--- src/rtl/if_id_stage_pkg.sv ---
// Shared definitions for the fetch/decode boundary: instruction field
// positions and skid-buffer occupancy state encoding.
package if_id_stage_pkg;

   // Instruction field bit positions (16-bit ISA)
   localparam int OPC_HI = 15;
   localparam int OPC_LO = 12;
   localparam int RA_HI  = 11;
   localparam int RA_LO  = 9;
   localparam int RB_HI  = 8;
   localparam int RB_LO  = 6;
   localparam int IMM_HI = 5;
   localparam int IMM_LO = 0;

   // Skid buffer occupancy
   typedef enum logic [1:0] {
      EMPTY = 2'd0,
      ONE   = 2'd1,
      TWO   = 2'd2
   } ifid_state_e;

endpackage

--- src/rtl/if_id_stage_instr_fields.sv ---
// Combinational instruction slicer: splits an instruction word into
// opcode, register specifiers and the raw 6-bit immediate.
module instr_fields
   import if_id_stage_pkg::*;
#(
   parameter int INSTR_W = 16
) (
   input  logic [INSTR_W-1:0] instr,
   output logic [3:0]         opcode,
   output logic [2:0]         ra,
   output logic [2:0]         rb,
   output logic [5:0]         imm6
);

   assign opcode = instr[OPC_HI:OPC_LO];
   assign ra     = instr[RA_HI:RA_LO];
   assign rb     = instr[RB_HI:RB_LO];
   assign imm6   = instr[IMM_HI:IMM_LO];

endmodule

--- src/rtl/if_id_stage.sv ---
// IF/ID pipeline stage: two-entry skid buffer between fetch and decode,
// flush on redirect, saturating downstream stall counter.
module if_id_stage
   import if_id_stage_pkg::*;
#(
   parameter int INSTR_W = 16,
   parameter int PC_W    = 16,
   parameter int STALL_W = 8
) (
   input  logic               clk,
   input  logic               rst_n,
   input  logic               in_valid,
   output logic               in_ready,
   input  logic [INSTR_W-1:0] in_instr,
   input  logic [PC_W-1:0]    in_pc,
   input  logic               flush,
   output logic               out_valid,
   input  logic               out_ready,
   output logic [INSTR_W-1:0] out_instr,
   output logic [PC_W-1:0]    out_pc,
   output logic [3:0]         out_opcode,
   output logic [2:0]         out_ra,
   output logic [2:0]         out_rb,
   output logic [5:0]         out_imm6,
   input  logic               stall_clr,
   output logic [STALL_W-1:0] stall_cnt
);

   localparam logic [STALL_W-1:0] STALL_MAX = '1;

   ifid_state_e        state_q, state_d;
   logic [INSTR_W-1:0] main_instr, skid_instr;
   logic [PC_W-1:0]    main_pc, skid_pc;
   logic               in_ready_q;
   logic               in_fire, out_fire;
   logic               ld_main_in, ld_main_skid, ld_skid;

   assign in_ready  = in_ready_q;
   assign out_valid = (state_q != EMPTY);
   assign in_fire   = in_valid & in_ready_q;
   assign out_fire  = out_valid & out_ready;
   assign out_instr = main_instr;
   assign out_pc    = main_pc;

   // Next occupancy and register load selects; flush overrides everything
   always_comb begin
      state_d      = state_q;
      ld_main_in   = 1'b0;
      ld_main_skid = 1'b0;
      ld_skid      = 1'b0;
      if (flush) begin
         state_d = EMPTY;
      end else begin
         case (state_q)
            EMPTY: if (in_fire) begin
               state_d    = ONE;
               ld_main_in = 1'b1;
            end
            ONE: begin
               if (in_fire && out_fire) begin
                  ld_main_in = 1'b1;
               end else if (in_fire) begin
                  state_d = TWO;
                  ld_skid = 1'b1;
               end else if (out_fire) begin
                  state_d = EMPTY;
               end
            end
            TWO: if (out_fire) begin
               state_d      = ONE;
               ld_main_skid = 1'b1;
            end
            default: state_d = EMPTY;
         endcase
      end
   end

   // Occupancy register; in_ready is registered from the next state so
   // there is no combinational out_ready -> in_ready path
   always_ff @(posedge clk or negedge rst_n) begin
      if (!rst_n) begin
         state_q    <= EMPTY;
         in_ready_q <= 1'b1;
      end else begin
         state_q    <= state_d;
         in_ready_q <= (state_d != TWO);
      end
   end

   // Main (output-facing) and skid data registers
   always_ff @(posedge clk or negedge rst_n) begin
      if (!rst_n) begin
         main_instr <= '0;
         main_pc    <= '0;
         skid_instr <= '0;
         skid_pc    <= '0;
      end else begin
         if (ld_main_in) begin
            main_instr <= in_instr;
            main_pc    <= in_pc;
         end else if (ld_main_skid) begin
            main_instr <= skid_instr;
            main_pc    <= skid_pc;
         end
         if (ld_skid) begin
            skid_instr <= in_instr;
            skid_pc    <= in_pc;
         end
      end
   end

   // Saturating count of cycles decode held off a valid instruction
   always_ff @(posedge clk or negedge rst_n) begin
      if (!rst_n) begin
         stall_cnt <= '0;
      end else if (stall_clr) begin
         stall_cnt <= '0;
      end else if (out_valid && !out_ready && (stall_cnt != STALL_MAX)) begin
         stall_cnt <= stall_cnt + 1'b1;
      end
   end

   instr_fields #(.INSTR_W(INSTR_W)) u_fields (
      .instr  (main_instr),
      .opcode (out_opcode),
      .ra     (out_ra),
      .rb     (out_rb),
      .imm6   (out_imm6)
   );

endmodule
--- config.mk ---
export PLATFORM = sky130hd
export DESIGN_NAME = if_id_stage
export DESIGN_NICKNAME = d
export VERILOG_FILES = /design/src/rtl/if_id_stage_pkg.sv /design/src/rtl/if_id_stage_instr_fields.sv /design/src/rtl/if_id_stage.sv
export SDC_FILE = /design/constraint.sdc
export NUM_CORES = 1
export LEC_CHECK = 0
export ABC_AREA = 1
export CAP_MARGIN = 20
export CORE_MARGIN = 1.5
export CORE_UTILIZATION = 40
export DETAILED_ROUTE_END_ITERATION = 12
export DONT_BUFFER_PORTS = 1
export GPL_TIMING_DRIVEN = 0
export SLEW_MARGIN = 20
export SYNTH_ARGS = -nofsm -noshare
export SYNTH_HDL_FRONTEND = slang
export SYNTH_SLANG_ARGS = --single-unit
export TNS_END_PERCENT = 50
--- constraint.sdc ---
create_clock -name clk -period 2.7 [get_ports clk]
set_input_delay 0.27 -clock clk [delete_from_list [all_inputs] [get_ports clk]]
set_output_delay 0.27 -clock clk [all_outputs]
set_load 0.01 [all_outputs]
Yosys cells after proc, flatten, opt, wreduce, memory -nomap -nowiden --
Cells that the tools add are included. Widths: inputs -> output; s select.
Word-level totals: bits in registers 75, input bits 38, output and inout bits 58, logic and storage cells 45
Operators by class: $add $sub $neg 1, eq/ne operators 4, mux-type cells 23, bitwise logic cells 2, reduce and logical (&&, ||, !) cells 8
Operator list (number):
- $mux 16 | 4
- $mux 8 | 2
- $mux 2 | 6
- $mux 1 | 9
- $add 8x1->8 const B | 1
- $ne 8x8->1 const B | 1
- $pmux 2 s3 | 1
- $reduce_bool 2->1 | 3
- $logic_and 1x1->1 | 3
- $and 1x1->1 | 2
- $eq 2x1->1 const B | 1
- $eq 2x2->1 const B | 1
- $logic_not 2->1 | 1
- $ne 2x2->1 const B | 1
- $pmux 1 s2 | 1
- $logic_not 1->1 | 1

Logic depth before layout (Yosys ltp) --
Gate-level depths: netlist of the first run.
depth after elaboration 8, depth in mapped cells 8, mapped depth without buffers 7

By module --
From an unflattened synthesis of the first run, not the netlist that was laid out.
Unflattened totals: cell total of the unflattened synthesis 453, area total of the unflattened synthesis 3716.1 um^2
By module, submodules not included:
- if_id_stage | times used 1, cells each 437, area an instance 3595.9 um^2, seq. area each 1878.1 um^2
- instr_fields | times used 1, cells each 16, area an instance 120.1 um^2, seq. area each 0.0 um^2

Worst setup path after synthesis of the first run --
Ideal clock, no wire load.
path type flip-flop to flip-flop, from reg stall_cnt[0], to reg stall_cnt[5], library setup time 118 ps, arrival time 1280 ps, required time 2582 ps, setup slack 1301 ps, stages on the path, launching flop included 8, path buffers 0, period minus slack after synthesis 1399 ps, cells stage by stage dfrtp_1 -> ha_1 -> nand2_2 -> nor2_4 -> a21oi_4 -> nor2_4 -> nand2_1 -> nand2_1
Between the ends: cells in the longest elaborated chain, start to end 3, elaborated cells on any way between the ends 6, those cells by class add/sub (1); eq/ne (1); mux (2); reduce/logical (2)
Ends and longest elaborated chain:
- start, declared | line if_id_stage.sv:26 | output logic [STALL_W-1:0] stall_cnt
- start signal, assigned | line if_id_stage.sv:119 | stall_cnt <= stall_cnt + 1'b1;
- $add 8x1->8 / $ne 8x8->1 (equally long branches) | line if_id_stage.sv:119, if_id_stage.sv:118
- $mux 8 / $logic_and 1x1->1 (equally long branches) | line if_id_stage.sv:118 | end else if (out_valid && !out_ready && (stall_cnt != STALL_MAX)) begin
- $mux 8 / $reduce_bool 2->1 (equally long branches)
Several ways; a longest one is shown, not always the timed one. The select of a mux whose other input is x is not followed. A chain may end at the register's enable or synchronous reset.

Worst setup path in the final report of the first run --
from reg stall_cnt[0], to reg stall_cnt[4]
The elaborated chain is that of the path after synthesis.

==> results of run 1 <==
-- cell families after synthesis --
| group | Yosys count | share of synthesized area [%] |
|---|---|---|
| compound gates | 67 | 10.08 |
| simple gates | 193 | 23.51 |
| flops | 75 | 49.77 |
| xor+xnor | 2 | 0.4643 |
| buf+inv | 113 | 15.85 |
| fa+ha+maj | 1 | 0.3315 |
-- synth_stat cells, drive strengths merged --
cell	number	area, µm²
dfstp	1	26.28
o211a	1	10.01
ha	1	12.51
o21bai	1	7.510
buf	37	311.5
nand3	76	385.4
nand4	3	18.77
nor3	1	5.000
nand3b	1	7.510
xor2	2	17.52
clkbuf	1	5.000
inv	75	281.5
nand2	98	385.4
a21oi	1	16.27
nor2	14	85.08
o21ai	64	346.6
dfrtp	74	1852
-- what timing repair did --
item	in CTS	in global routing
gates resized for setup	0	0
buffers inserted	0	0
hold endpoints to repair	75	0
hold buffers	2	0
-- worst max-delay path, cell delays in order, from the launching register on --
cell and delay (ns):
dfrtp_1 0.49, ha_1 0.28, nand2_2 0.14, nor2_4 0.06, a21oi_4 0.30, nor2_4 0.10, nand2_1 0.08, nand2_1 0.05
-- cell type report --
type	count	share of cell area (%)
repair buffers	2	0.8955
clock buffers	11	3.373
multi-input cells	263	30.96
flip-flops and latches	75	44.81
well taps	111	3.313
clock inverters	5	2.388
inverters	75	6.716
plain buffers	38	7.552
-- state kept, by name (all words and copies together), names as in the netlist --
| signal | flops |
|---|---|
| out_instr | 16 |
| skid_pc | 16 |
| state_q | 2 |
| in_ready | 1 |
| skid_instr | 16 |
| stall_cnt | 8 |
| out_pc | 16 |
-- final timing paths --
check,endpoint,slack [ns]
min,out_instr[2],0.04
min in group asynchronous,out_instr[10],0.53
max reg2reg,stall_cnt[4],1.08
min reg2reg,skid_instr[13],0.49
max in group asynchronous,in_ready,1.83
max,stall_cnt[4],1.08
-- power groups by stage --
| stage | sequential (W) | clock, W | combinational, W |
|---|---|---|---|
| 2_1_floorplan | 0.00152 | 0 | 0.000415 |
| 3_3_place_gp | 0.00155 | 0 | 0.000469 |
| 3_5_place_dp | 0.00156 | 0 | 0.000482 |
| 4_1_cts | 0.00154 | 0.00108 | 0.000513 |
| 5_1_grt | 0.00156 | 0.00113 | 0.000590 |
| 6_report | 0.00154 | 0.00106 | 0.000503 |
-- stage by stage --
| stage | worst slack (ns) | total power, W | instances |
|---|---|---|---|
| 4_1_cts | 1.083 | 0.003134 | 580 |
| 6_report | 1.076 | 0.003098 | 580 |
| 3_5_place_dp | 1.101 | 0.002041 | 562 |
| 5_1_grt | 0.9661 | 0.003287 | 580 |
| 2_1_floorplan | 1.301 | 0.001935 | 451 |
| 3_3_place_gp | 1.137 | 0.002022 | 562 |
-- metal layers --
metal	track usage (%)	part of all wire [%]
met1	22.89	45
met2	28.15	47
met3	6.546	7.1
met4	5.525	1.2
met5	0	0
==> out/results.tsv, run 1 <==
stage	metric	value	unit
outcome	status	complete, no violations	
sta	Final setup viols	0	
drt	DRC Markers	0	
power_and_ir_drop	Comb pwr share	16.2	%
cts	Skew-Pair Late Insertion Delay	0.35	ns
worst_hold_path	worst min path class	in -> reg	
worst_setup_path	FF-to-FF path depth	7	
sta	min cycle time layout	1.624	ns
power_and_ir_drop	switching share of power	28.71	%
floorplanning	Row Count	35	
power_and_ir_drop	PwrDens	739.2	nW/µm²
power_and_ir_drop	switching power	0.0008894	W
place	Port Buffer Count	0	
worst_setup_path	startpoint types	flop	
finish	Antenna Cells	0	
power_and_ir_drop	Cell Int Power	0.002209	W
drt	Iter 0 DRT Violations	119	
worst_setup_path	Worst Path Required	2.93	ns
floorplanning	initial core utilization	41.03	%
power_and_ir_drop	maximum VDD drop	0.0003270	V
finish	layout cell share with drive strength beyond 1	16.42	%
drt	DR WL/cell	14.63	µm
floorplanning	I/O pin cnt	96	
grt	GRT Total Usage	17.83	%
floorplanning	die width	100.1	µm
power_and_ir_drop	Clock power frac	34.2	%
place	Cell Area, Placed	3913	µm²
grt	initial antenna violation count	0	
power_and_ir_drop	Leakage	2.172	nW
cts	CTS tree	built	
cts	Root Driver	clkbuf_8	
worst_setup_path	critical path fanouts, max	9	
finish	Multi-input gate area	1297	µm²
drt	via/cell ratio	5.031	
sta	worst slew pin tran	0.3710	ns
finish	Reg area	1878	µm²
cts	Clock Tree Buf Depth	2	
worst_setup_path	Crit Path Class	reg -> reg	
yosys	syn_nets	490	
floorplanning	die area	10030	µm²
sta	Final TNS setup	0	ns
yosys	register bit count reported by yosys	75	
floorplanning	CORE AREA	9196	µm²
floorplanning	die height	100.1	µm
yosys	YS warnings	0	
sta	Final Hold Fails	0	
yosys	Syn Std Cell Area	3774	µm²
grt	global-route wire length before repair	13740	µm
sta	final number of max-transition violations	0	
yosys	Post-Syn Instances	451	
worst_setup_path	RR Startpoint	stall_cnt[0]	
place	Detail Placement HPWL	5730	µm
finish	most common cell after layout, fill and taps aside	nand2_1	
cts	CTS clk-pin slew, worst paths	0.08	ns
place	routability congestion estimate	0.8038	
power_and_ir_drop	sequential share of power	49.5	%
finish	number of fill cells	944	
sta	RSZ-0062 raised after global routing	no	
sta	final worst path period share	60.16	%
worst_setup_path	crit end category	flop	
finish	area grow syn2layout	11.07	%
worst_setup_path	WP data arrival	1.86	ns
worst_hold_path	hold depth	2	
grt	pin count of the biggest net entering global routing	76	
finish	Final Util	45.58	%
grt	grt total ovfl	0	
yosys	synthesized area per cell	8.367	µm²
drt	first-pass detailed-route iteration total	4	
sta	Slew HR	75.26	%
grt	number of global-route vias before repair	2783	
finish	most frequent cells in the layout	nand2_1 (93), nand3_1 (75), dfrtp_1 (74), inv_1 (72), o21ai_1 (46)	
sta	Setup Skew	0.008672	ns
finish	nets	503	
drt	DRT antenna net count	0	
drt	final wirelength	8488	µm
sta	hold slack	0.03919	ns
yosys	register area share after synthesis	49.77	%
worst_setup_path	Crit. Startpoint	stall_cnt[0]	
finish	final instance area	4192	µm²
cts	Clock Sinks	75	
sta	Fmax	615.6	MHz
flow_run	total of max-cap violations	0	
yosys	post-synth cell types	27	
drt	Via Count	2918	
cts	# H-tree levels	3	
cts	total CTS buffers	9	
worst_hold_path	HP Start	in_instr[2]	
Power figures use the tool's default switching activity.
==> run 2, diff against run 1 <==
==> constraint.sdc (replaced) <==
create_clock -name clk -period 1.4 [get_ports clk]
set_input_delay 0.14 -clock clk [delete_from_list [all_inputs] [get_ports clk]]
set_output_delay 0.14 -clock clk [all_outputs]
set_load 0.01 [all_outputs]
==> run 2 against run 1 <==
The run now ends with hold timing left. Cell count is 7.1% higher. Via count is 5.8% higher. Critical path depth stayed put. Fmax is 17% higher. Wire length is 3.5% higher. Sequential power is 93% higher. Final area is 12% higher. Hold slack worse by 0.56 ns. Sequential cell count stayed put. Critical path type unchanged. Highest routed layer unchanged.
==> out/results.tsv, run 2 (synthesized netlist as in run 1, its figures left out) <==
stage	metric	value	unit
sta	Fmax	718.3	MHz
drt	Iter 0 DRT Violations	106	
finish	final instance area	4687	µm²
cts	CTS tree	built	
power_and_ir_drop	Clock power frac	33.6	%
worst_setup_path	Worst Path Required	1.64	ns
sta	hold slack	-0.5197	ns
floorplanning	Row Count	35	
finish	Multi-input gate area	1384	µm²
power_and_ir_drop	switching power	0.001745	W
floorplanning	initial core utilization	41.03	%
floorplanning	die height	100.1	µm
worst_setup_path	startpoint types	flop	
finish	Non-Filler Instances	621	
grt	grt total ovfl	0	
grt	initial antenna violation count	0	
flow_run	total of max-cap violations	0	
worst_setup_path	RR Startpoint	in_ready	
sta	Final TNS setup	0	ns
cts	Clock Sinks	75	
cts	Root Driver	clkbuf_8	
floorplanning	die width	100.1	µm
cts	# H-tree levels	3	
power_and_ir_drop	switching share of power	28.57	%
floorplanning	CORE AREA	9196	µm²
sta	min cycle time layout	1.392	ns
worst_setup_path	Crit Path Class	reg -> reg	
finish	most frequent cells in the layout	nand2_1 (84), nand3_1 (75), inv_1 (71), dfrtp_1 (70), o21ai_1 (52)	
sta	final number of max-transition violations	0	
cts	Clock Tree Buf Depth	2	
place	Placed Cells	562	
drt	via/cell ratio	4.969	
worst_hold_path	worst min path class	in -> async	
drt	Via Count	3086	
power_and_ir_drop	total power	0.006108	W
drt	DRC Markers	0	
place	DP Worst Slack	-0.1987	ns
cts	CTS clk-pin slew, worst paths	0.08	ns
place	Cell Area, Placed	3913	µm²
power_and_ir_drop	PwrDens	1303	nW/µm²
finish	number of fill cells	907	
worst_setup_path	Critical path buffers and inverters	3	
grt	number of global-route vias before repair	2880	
power_and_ir_drop	sequential share of power	48.7	%
finish	Antenna Cells	0	
finish	area grow syn2layout	24.20	%
floorplanning	die area	10030	µm²
sta	Final setup viols	0	
worst_setup_path	cell family with most CP delay	flip-flops	
place	routability congestion estimate	0.8038	
drt	first-pass detailed-route iteration total	4	
sta	setup ws final	0.007756	ns
place	Detail Placement HPWL	5730	µm
sta	Slew HR	79.25	%
power_and_ir_drop	maximum VDD drop	0.0006267	V
sta	Final Hold Fails	75	
worst_setup_path	FF-to-FF path depth	7	
worst_setup_path	CP max stage cell	dfstp_2	
sta	worst slew pin tran	0.3112	ns
grt	pin count of the biggest net entering global routing	76	
outcome	status	finished, violations left	
outcome	failing checks	hold timing	
worst_setup_path	WP data arrival	1.63	ns
drt	final wirelength	8784	µm
finish	most common cell after layout, fill and taps aside	nand2_1	
grt	GRT Total Usage	18.29	%
power_and_ir_drop	Leakage	2.371	nW
place	Port Buffer Count	0	
finish	nets	544	
sta	Setup Skew	0.006887	ns
floorplanning	I/O pin cnt	96	
worst_setup_path	Largest stage delay, worst path	0.59	ns
power_and_ir_drop	Cell Int Power	0.004363	W
power_and_ir_drop	Comb pwr share	17.7	%
drt	DRT antenna net count	0	
worst_setup_path	reg2reg setup slack	0.008	ns
cts	total CTS buffers	9	
worst_setup_path	crit end category	flop	
sta	final worst path period share	99.45	%
sta	RSZ-0062 raised after global routing	yes	
drt	DR WL/cell	14.14	µm
worst_setup_path	critical path fanouts, max	7	
worst_setup_path	crit-path cells	nand2_4 > inv_4 > nand4_1 > buf_6 > buf_4 > nand2_1 > o21ai_1	
finish	Reg area	1883	µm²
cts	Skew-Pair Late Insertion Delay	0.34	ns
finish	layout cell share with drive strength beyond 1	20.59	%
worst_setup_path	RR Endpoint	skid_instr[1]	
grt	global-route wire length before repair	14140	µm
-- run 2: what timing repair did --
| action | CTS | global route |
|---|---|---|
| cloned | 1 | 0 |
| buffers inserted | 4 | 4 |
| pin swaps | 6 | 8 |
| endpoints found under the setup margin | 72 | 71 |
| endpoints found under the hold margin | 148 | 83 |
| gates resized for setup | 17 | 30 |
| hold buffers | 33 | 1 |
-- run 2: worst max-delay path by stage --
stage	depth (start not counted)	end	slack, ns	start
after floorplan	7	stall_cnt[5]	0.001	stall_cnt[0]
after global placement	7	stall_cnt[5]	-0.16	stall_cnt[0]
after detailed placement	7	stall_cnt[4]	-0.20	stall_cnt[0]
after CTS	7	stall_cnt[4]	-0.01	stall_cnt[0]
after global routing	7	skid_instr[9]	-0.07	in_ready
final	7	skid_instr[1]	0.008	in_ready
-- run 2: per-stage QoR --
step / utilization, % / hold WS [ns]
after global placement: 42.54 / -0.1533
final: 50.97 / -0.5197
after global routing: 50.97 / -0.5561
after floorplan: - / -0.1556
after detailed placement: 42.54 / -0.1537
after CTS: 49.78 / -0.5441
-- run 2: power groups by stage --
stage | clock network, W | registers [W] | logic, W
finish | 0.00205 | 0.00297 | 0.00108
CTS | 0.00209 | 0.00297 | 0.00103
global route | 0.00219 | 0.00303 | 0.00125
detailed placement | 0 | 0.00301 | 0.000930
floorplan | 0 | 0.00293 | 0.000801
global placement | 0 | 0.00299 | 0.000905
-- run 2: layout make-up --
| class | count | share of cell area [%] |
|---|---|---|
| buffer | 38 | 7.581 |
| clock buffer | 11 | 3.017 |
| clock inverter | 5 | 2.136 |
| inverter | 75 | 6.060 |
| multi-input combinational | 264 | 29.52 |
| sequential | 75 | 40.18 |
| tap | 111 | 2.963 |
| timing repair buffer | 42 | 8.542 |
-- run 2: per-layer routing --
metal	vias up	GRT usage, %	part of all wire (%)
met1	1471	23.52	46
met4	0	5.634	1.1
met3	11	6.198	6.2
li1	1524	-	-
met2	80	29.25	47
met5	-	0	0
==> run 3, diff against run 2 <==
--- a/config.mk
+++ b/config.mk
@@ -5,7 +5,6 @@
 export SDC_FILE = /design/constraint.sdc
 export NUM_CORES = 1
 export LEC_CHECK = 0
-export ABC_AREA = 1
 export CAP_MARGIN = 20
 export CORE_MARGIN = 1.5
 export CORE_UTILIZATION = 40
==> run 3 against run 2 <==
The run ends with hold timing, setup timing left. Die area down 9.4%. Synthesized cell count decreased by 38%. Clock-buffer cell count shrank 1. Core utilization grew 2.7 points. Via count fell by 26%. Highest routed layer unchanged.
==> out/results.tsv, run 3 <==
stage	metric	value	unit
outcome	status	finished, violations left	
outcome	failing checks	hold timing, setup timing	
cts	CTS clk-pin slew, worst paths	0.08	ns
worst_setup_path	crit-path cells	nand2_2 > or4_4 > buf_6 > buf_6 > nor2_1 > a21oi_1	
cts	Clock Sinks	75	
grt	global-route wire length before repair	11520	µm
drt	Iter 0 DRT Violations	40	
floorplanning	CORE AREA	8217	µm²
sta	worst slew pin tran	0.3974	ns
worst_setup_path	Worst Path Required	1.62	ns
drt	first-pass detailed-route iteration total	4	
floorplanning	Row Count	33	
worst_setup_path	Largest stage delay, worst path	0.57	ns
worst_setup_path	critical path's most frequent cell	buf_6	
cts	# H-tree levels	3	
cts	total CTS buffers	9	
worst_setup_path	critical path fanouts, max	10	
power_and_ir_drop	maximum VDD drop	0.0006990	V
worst_hold_path	worst min path class	in -> async	
yosys	post-synth cell types	30	
yosys	synth cell count leaders	dfrtp_1 (74), nor2_1 (38), a21oi_1 (36)	
floorplanning	die area	9087	µm²
sta	Final Hold Fails	75	
finish	Antenna Cells	0	
yosys	Post-synth EDFFs	0	
floorplanning	I/O pin cnt	96	
cts	Skew-Pair Late Insertion Delay	0.34	ns
cts	CTS tree	built	
drt	Via Count	2298	
sta	RSZ-0062 raised after global routing	yes	
drt	DR WL/cell	16.24	µm
yosys	register bit count reported by yosys	75	
sta	final number of max-transition violations	0	
place	Placed Cells	386	
yosys	Post-Syn Instances	281	
yosys	count leader, synth	dfrtp_1	
yosys	syn_nets	320	
finish	area grow syn2layout	29.28	%
power_and_ir_drop	Leakage	1.833	nW
yosys	YS warnings	0	
worst_setup_path	WP data arrival	1.92	ns
floorplanning	die width	95.33	µm
yosys	Syn Std Cell Area	3410	µm²
sta	final worst path period share	121.4	%
grt	number of global-route vias before repair	2305	
worst_setup_path	startpoint types	flop	
cts	Root Driver	clkbuf_8	
place	routability congestion estimate	0.7233	
sta	Slew HR	73.51	%
finish	most frequent cells in the layout	dfrtp_1 (67), mux2i_1 (34), dlygate4sd3_1 (34), nor2_1 (33)	
flow_run	total of max-cap violations	0	
drt	via/cell ratio	5.095	
finish	final instance area	4408	µm²
floorplanning	die height	95.33	µm
drt	final wirelength	7323	µm
place	Port Buffer Count	0	
yosys	top-area cell type share of the netlist area	54.31	%
power_and_ir_drop	PwrDens	1288	nW/µm²
drt	DRT antenna net count	0	
grt	initial antenna violation count	0	
yosys	dominant cell type by area after synthesis	dfrtp_1	
yosys	register area share after synthesis	55.08	%
worst_setup_path	crit end category	flop	
finish	most common cell after layout, fill and taps aside	dfrtp_1	
yosys	synthesized area per cell	12.13	µm²
worst_setup_path	CP max stage cell	dfstp_2	
grt	pin count of the biggest net entering global routing	76	
worst_setup_path	Crit Path Class	reg -> reg	
finish	layout cell share with drive strength beyond 1	35.26	%
grt	grt total ovfl	0	
sta	Fmax	588.5	MHz
cts	Clock Tree Buf Depth	2	
finish	Final Util	53.65	%
grt	GRT Total Usage	17.12	%
sta	Setup Skew	0.008394	ns
floorplanning	initial core utilization	41.50	%
sta	Final setup viols	69	
place	Detail Placement HPWL	4439	µm
finish	Non-Filler Instances	451	
sta	min cycle time layout	1.699	ns
drt	DRC Markers	0	
yosys	ys async rst share	100.0	%
sta	hold slack	-0.5114	ns
finish	nets	380	
power_and_ir_drop	total power	0.005677	W
yosys	top cells by area, synth	dfrtp_1 (54%), mux2_2 (11%), mux2i_1 (10%), a21oi_1 (5.3%), buf_4 (4.4%)	
sta	setup ws final	-0.2992	ns
yosys	predominant post-synthesis flop cell	dfrtp_1	
place	Cell Area, Placed	3562	µm²
[run 3: changes by cell type after synthesis, sizes merged, moves of 34 or more]
| cell | before | now |
|---|---|---|
| o21ai | 64 | 3 |
| nand2 | 98 | 2 |
| nand3 | 76 | 4 |
| inv | 75 | 1 |
| a21oi | 1 | 36 |
| mux2i | 0 | 34 |
[run 3: final timing paths]
kind / startpoint / endpoint / cells after the start / slack, ns
max in group asynchronous: rst_n / in_ready / 0 / 1.74
worst min register to register: skid_pc[8] / skid_pc[8] / 1 / 0.51
min in group clk: out_ready / state_q[0] / 3 / 0.05
worst max-delay path: in_ready / out_pc[1] / 6 / -0.30
worst max register to register: in_ready / out_pc[1] / 6 / -0.30
worst min-delay path: rst_n / stall_cnt[5] / 0 / -0.51
[run 3: final cells by class]
type | instances | area [µm²]
multi-input cells | 174 | 1349
well taps | 105 | 131.4
flip-flops and latches | 75 | 1887
fillers | 726 | 3809
plain buffers | 31 | 287.8
clock inverters | 6 | 65.06
inverters | 1 | 3.754
clock buffers | 10 | 137.6
repair buffers | 49 | 546.8
[run 3: where the power goes]
part	leakage (nW)	switching (W)	internal [W]
clock	0.102	0.000817	0.000872
sequential	0.884	0.000384	0.00263
combinational	0.846	0.000363	0.000607
total	1.83	0.00156	0.00411
[run 3: worst max-delay path, delay by kind of cell, from the launching register on]
| family | cells | cell delay [ns] |
|---|---|---|
| and+or+nand+nor | 3 | 0.66 |
| DFF | 1 | 0.57 |
| buffers and inverters | 2 | 0.31 |
| AOI/OAI and AO/OA | 1 | 0.05 |
[run 3: through the flow]
step           worst slack (ns)  TNS [ns]  hold WS, ns
3_3_place_gp            -0.3833    -20.40      -0.1542
3_5_place_dp            -0.3839    -20.75      -0.1542
5_1_grt                 -0.3630    -21.13      -0.5486
4_1_cts                 -0.3019    -17.25      -0.5340
2_1_floorplan           -0.2025    -8.103      -0.1556
6_report                -0.2992    -16.79      -0.5114
[run 3: logic make-up (layout without fill, tap and decap cells)]
group / after synthesis / after routing / synth area share [%]
AOI/OAI and AO/OA: 43 / 43 / 7.193
xor gates and xnor gates: 4 / 4 / 1.027
adders and majority gates: 1 / 1 / 0.3669
buffers and inverters: 32 / 97 / 7.192
DFF: 75 / 75 / 55.08
muxes: 66 / 66 / 20.55
and+or+nand+nor: 60 / 60 / 8.587
[run 3: routing by layer]
metal	global-route usage, %	share of wire (%)	up-vias
li1	-	-	1087
met2	28.61	50	71
met4	6.716	1.3	0
met5	0	0	-
met3	5.662	6.9	9
met1	20.25	41	1131
[run 3: what timing repair did]
action | in CTS | in global routing
gates resized for setup | 24 | 12
gates cloned | 4 | 0
hold buffers | 33 | 1
endpoints found under the hold margin | 142 | 77
setup endpoints to repair | 70 | 72
pin swaps | 3 | 2
setup buffers | 11 | 0
==> RTL edit 1, RTL diff (config.mk and constraints of run 3) <==
The 3 states of `ifid_state_e` get a one-hot encoding in 3 bits.
--- a/src/rtl/if_id_stage_pkg.sv
+++ b/src/rtl/if_id_stage_pkg.sv
@@ -14,8 +14,8 @@
 
    // Skid buffer occupancy
-   typedef enum logic [1:0] {
-      EMPTY = 2'd0,
-      ONE   = 2'd1,
-      TWO   = 2'd2
+   typedef enum logic [2:0] {
+      EMPTY = 3'b001,
+      ONE   = 3'b010,
+      TWO   = 3'b100
    } ifid_state_e;
 
Behaviour: no difference found for any inputs over 4 cycles, from zero or initial values and one cycle with rst_n low; so few cycles prove little.
==> RTL edit 1 against run 3 <==
  * The flow still finishes with violations (negative hold slack, negative setup slack)
  * Area after synthesis grew 24%
  * Cell count up 22%
  * Cell area up 24%
  * Total power up 3.2%
  * Clock skew is 4.9 ps higher
  * Setup slack better by 53 ps
  * Wire length increased by 48%
  * Sequential cell count grew 1
  * Critical endpoint is now out_pc[12]
==> RTL edit 1: results (changes against run 3) <==
- Status: finished with violations
- Failing checks: negative hold slack, negative setup slack
- Post-DP HPWL: 6490 um (+46%)
- Clk_skew: 13.3 ps (+4.87 ps)
- # setup viols final: 74 (+7.2%)
- Dominant class by area: multi-input combinational cells
- Crit path DAT: 1890 ps (-30 ps)
- Final clock-cell share: 3.92% (-0.67 points)
- Final hold violations: 76 (+1.3%)
- Mean post-synth cell area: 12.2 um2 (+0.15%)
- FF+latch area: 1910 um2 (+1.3%)
- Pre-CTS WS: -477 ps (-93.3 ps)
- CTS Buf Count: 9 (unchanged)
- Int Pwr: 4.20 mW (+2.2%)
- Number of setup buffers added after CTS: 13 (+2)
- Routing usage on met3: 3.96% (-1.7 points)
- # hold bufs at CTS: 34 (+3.0%)
- Synth-to-layout area growth: 30.1%
- Layout clock buffers: 11 (+1)
- Setup WS post-layout: -246 ps (+53.2 ps)
- Cell family with most CP delay: flip-flops
- Gpl congestion: 0.745 (+3.1%)
- Comb_multi_in: 189 (+8.6%)
- Commonest cells in the netlist: dfrtp_1, inv_1, nand3_1
- Clk Latency, worst-skew pair: between 300 and 400 ps
- Multi-input gate area: 2090 um2 (+55%)
- Vias/cell: 5.47 (+7.4%)
- Bufs w/o clock: 97 (+21%)
- Max rail drop VDD: 0.562 mV (-20%)
- Worst Tran Pin Value: 736 ps (+339 ps)
- Seq group: 2.76 mW (-8.6%)
- GR met2 Demand/Resource: 32.1% (+3.4 points)
- DRT Wirelength: 10800 um (+48%)
- Leak: 2.37 nW (+29%)
- Die width: 106 um (+11%)
- Share of cells above drive strength 1: 38.4% (+3.1 points)
- Gr usage total: 19.6% (+2.5 points)
- Final non-filler cell total: 550 (+22%)
- Post-place instance area: 4460 um2 (+25%)
- Placed Instances: 483 (+25%)
- Met2 routed WL: 5450 um (+48%)
- Final net count: 449 (+18%)
- WHS: -529 ps (-17.8 ps)
- DR iter-0 viols: 78 (+95%)
- Syn_nets: 386 (+21%)
- Synth top area cells: dfrtp_1, mux2_1, o311ai_2
- First-pass GRT wire length: 17200 um (+49%)
- Synth unique cells: 49 (+63%)
- Seq/Total Area, Yosys: 45.2% (-9.9 points)
- Met3 wire len: 479 um (-5.1%)
- Final non-clock buffer share: 17.5% (-1.4 points)
- Largest net degree at the start of global routing: 77 (+1.3%)
- Seq cells: 76 (+1.3%)
- Root buf cell: clkbuf_8
- Non-CTS inverters: 37 (+36)
- Met1 Usage GRT: 25.5% (+5.2 points)
- PostCTS Resize Cnt: 27 (+13%)
[RTL edit 1: changes by cell type in the layout (fill, tap and decap cells not counted), moves of 23 or more]
cell,delta
inv_1,+35
mux2i_1,-33
nand3_1,+30
a21oi_1,-31
nor2_1,-29
mux2_2,-29
o211ai_1,+32
mux2_4,+23
[RTL edit 1: final timing paths]
| kind | slack (ps) | end | start | cells after the start |
|---|---|---|---|---|
| max in group asynchronous | 1690 | in_ready | rst_n | 0 |
| min in group clk | 20 | out_instr[7] | in_instr[7] | 2 |
| max | -250 | out_pc[12] | state_q[0] | 5 |
| min | -530 | skid_instr[11] | rst_n | 0 |
| min reg2reg | 490 | skid_pc[3] | skid_pc[3] | 1 |
| max reg2reg | -250 | out_pc[12] | state_q[0] | 5 |
[RTL edit 1: cell families after synthesis]
kind of cell,synth area share (%)
simple gates,10.0
compound gates,24.0
fa+ha+maj,0.297
mux,9.85
buf+inv,10.7
flops,45.2
==> RTL edit 2, RTL diff (settings of run 3) <==
Made on the original files. Put one more register stage on the output `stall_cnt`, without a reset. The value now appears one clock later. The other outputs are not delayed to match.
--- a/src/rtl/if_id_stage.sv
+++ b/src/rtl/if_id_stage.sv
@@ -28,4 +28,6 @@
 
    localparam logic [STALL_W-1:0] STALL_MAX = '1;
+
+   logic [STALL_W-1:0] stall_cnt_s0;
 
    ifid_state_e        state_q, state_d;
@@ -113,9 +115,9 @@
    always_ff @(posedge clk or negedge rst_n) begin
       if (!rst_n) begin
-         stall_cnt <= '0;
+         stall_cnt_s0 <= '0;
       end else if (stall_clr) begin
-         stall_cnt <= '0;
-      end else if (out_valid && !out_ready && (stall_cnt != STALL_MAX)) begin
-         stall_cnt <= stall_cnt + 1'b1;
+         stall_cnt_s0 <= '0;
+      end else if (out_valid && !out_ready && (stall_cnt_s0 != STALL_MAX)) begin
+         stall_cnt_s0 <= stall_cnt_s0 + 1'b1;
       end
    end
@@ -129,3 +131,7 @@
    );
 
+   always_ff @(posedge clk) begin
+      stall_cnt <= stall_cnt_s0;
+   end
+
 endmodule
Behaviour: not the same (Yosys sat finds a counterexample within 4 cycles, from zero or initial values and one cycle with rst_n low).
==> RTL edit 2 against run 3 <==
  * The flow still finishes with violations (negative hold slack, negative setup slack)
  * Synthesized cell count up 2.8%
  * Utilization down 0.94 points
  * Total power up 1.3%
  * Wire length up 5.0%
  * Die area up 4.5%
  * Sequential power up 7.6%
  * Area after synthesis up 4.7%
  * Cell area up 3.8%
  * Sequential cell count up 8
  * Setup slack worse by 30 ps
  * Largest power group unchanged
==> RTL edit 2: results (changes against run 3) <==
- Syn_nets: 328 (+2.5%)
- DR iter-0 viols: 50 (+25%)
- PostCTS Resize Cnt: 22 (-8.3%)
- FF+latch area: 2040 um2 (+8.2%)
- # setup viols final: 68 (-1.4%)
- Post-synthesis xor/xnor area fraction: 0.981% (-0.046 points)
- Fillers: 783 (+7.9%)
- Seq/Total Area, Yosys: 57.1% (+2.0 points)
- DR vias: 2345 (+2.0%)
- Max rail drop VDD: 0.536 mV (-23%)
- WHS: -523 ps (-11.3 ps)
- Power density over the cells: 1260 nW/um2 (-2.4%)
- Synth top area cells: dfrtp_1, mux2_2, mux2i_1
- Final hold violations: 75 (unchanged)
- Final clock-cell share: 3.53% (-1.1 points)
- Reg2Reg Capture Point: out_instr[8]
- Compound-gate portion of the synthesized area: 6.87% (-0.32 points)
- First-pass GRT wire length: 12600 um (+9.0%)
- Final non-clock buffer share: 16.8% (-2.2 points)
- Gr usage total: 16.9% (-0.21 points)
- Post-place instance area: 3730 um2 (+4.6%)
- Bufs w/o clock: 75 (-6.3%)
- Clock Sinks: 83 (+11%)
- Setup WS post-layout: -329 ps (-30.1 ps)
- Status: finished with violations
- Vias in the first global route: 2516 (+9.2%)
- Failing checks: negative hold slack, negative setup slack
- Multi-input gate area: 1470 um2 (+8.7%)
- Adder-Cell Fraction of Synth Area: 0.351% (-0.016 points)
[RTL edit 2: where the power goes]
group | internal [mW] | switching (mW) | leakage, nW
logic | 0.622 | 0.394 | 0.821
clock network | 0.637 | 0.850 | 0.0791
registers | 2.86 | 0.386 | 0.957
total | 4.12 | 1.63 | 1.86
[RTL edit 2: kinds of logic (layout without fill, tap and decap cells)]
| kind of cell | after synthesis | in the layout |
|---|---|---|
| AO/OA/AOI/OAI | 43 | 43 |
| XOR/XNOR | 4 | 4 |
| adder cells (fa/ha/maj) | 1 | 1 |
| buffers and inverters | 32 | 92 |
| flip-flops | 83 | 83 |
| multiplexers | 66 | 66 |
| AND/OR/NAND/NOR | 60 | 60 |
[RTL edit 2: metal layers]
metal	global-route usage [%]	routed length [um]
met3	4.75	389
met4	6.92	87
met5	0	0
met2	27.5	3800
met1	21.2	3410
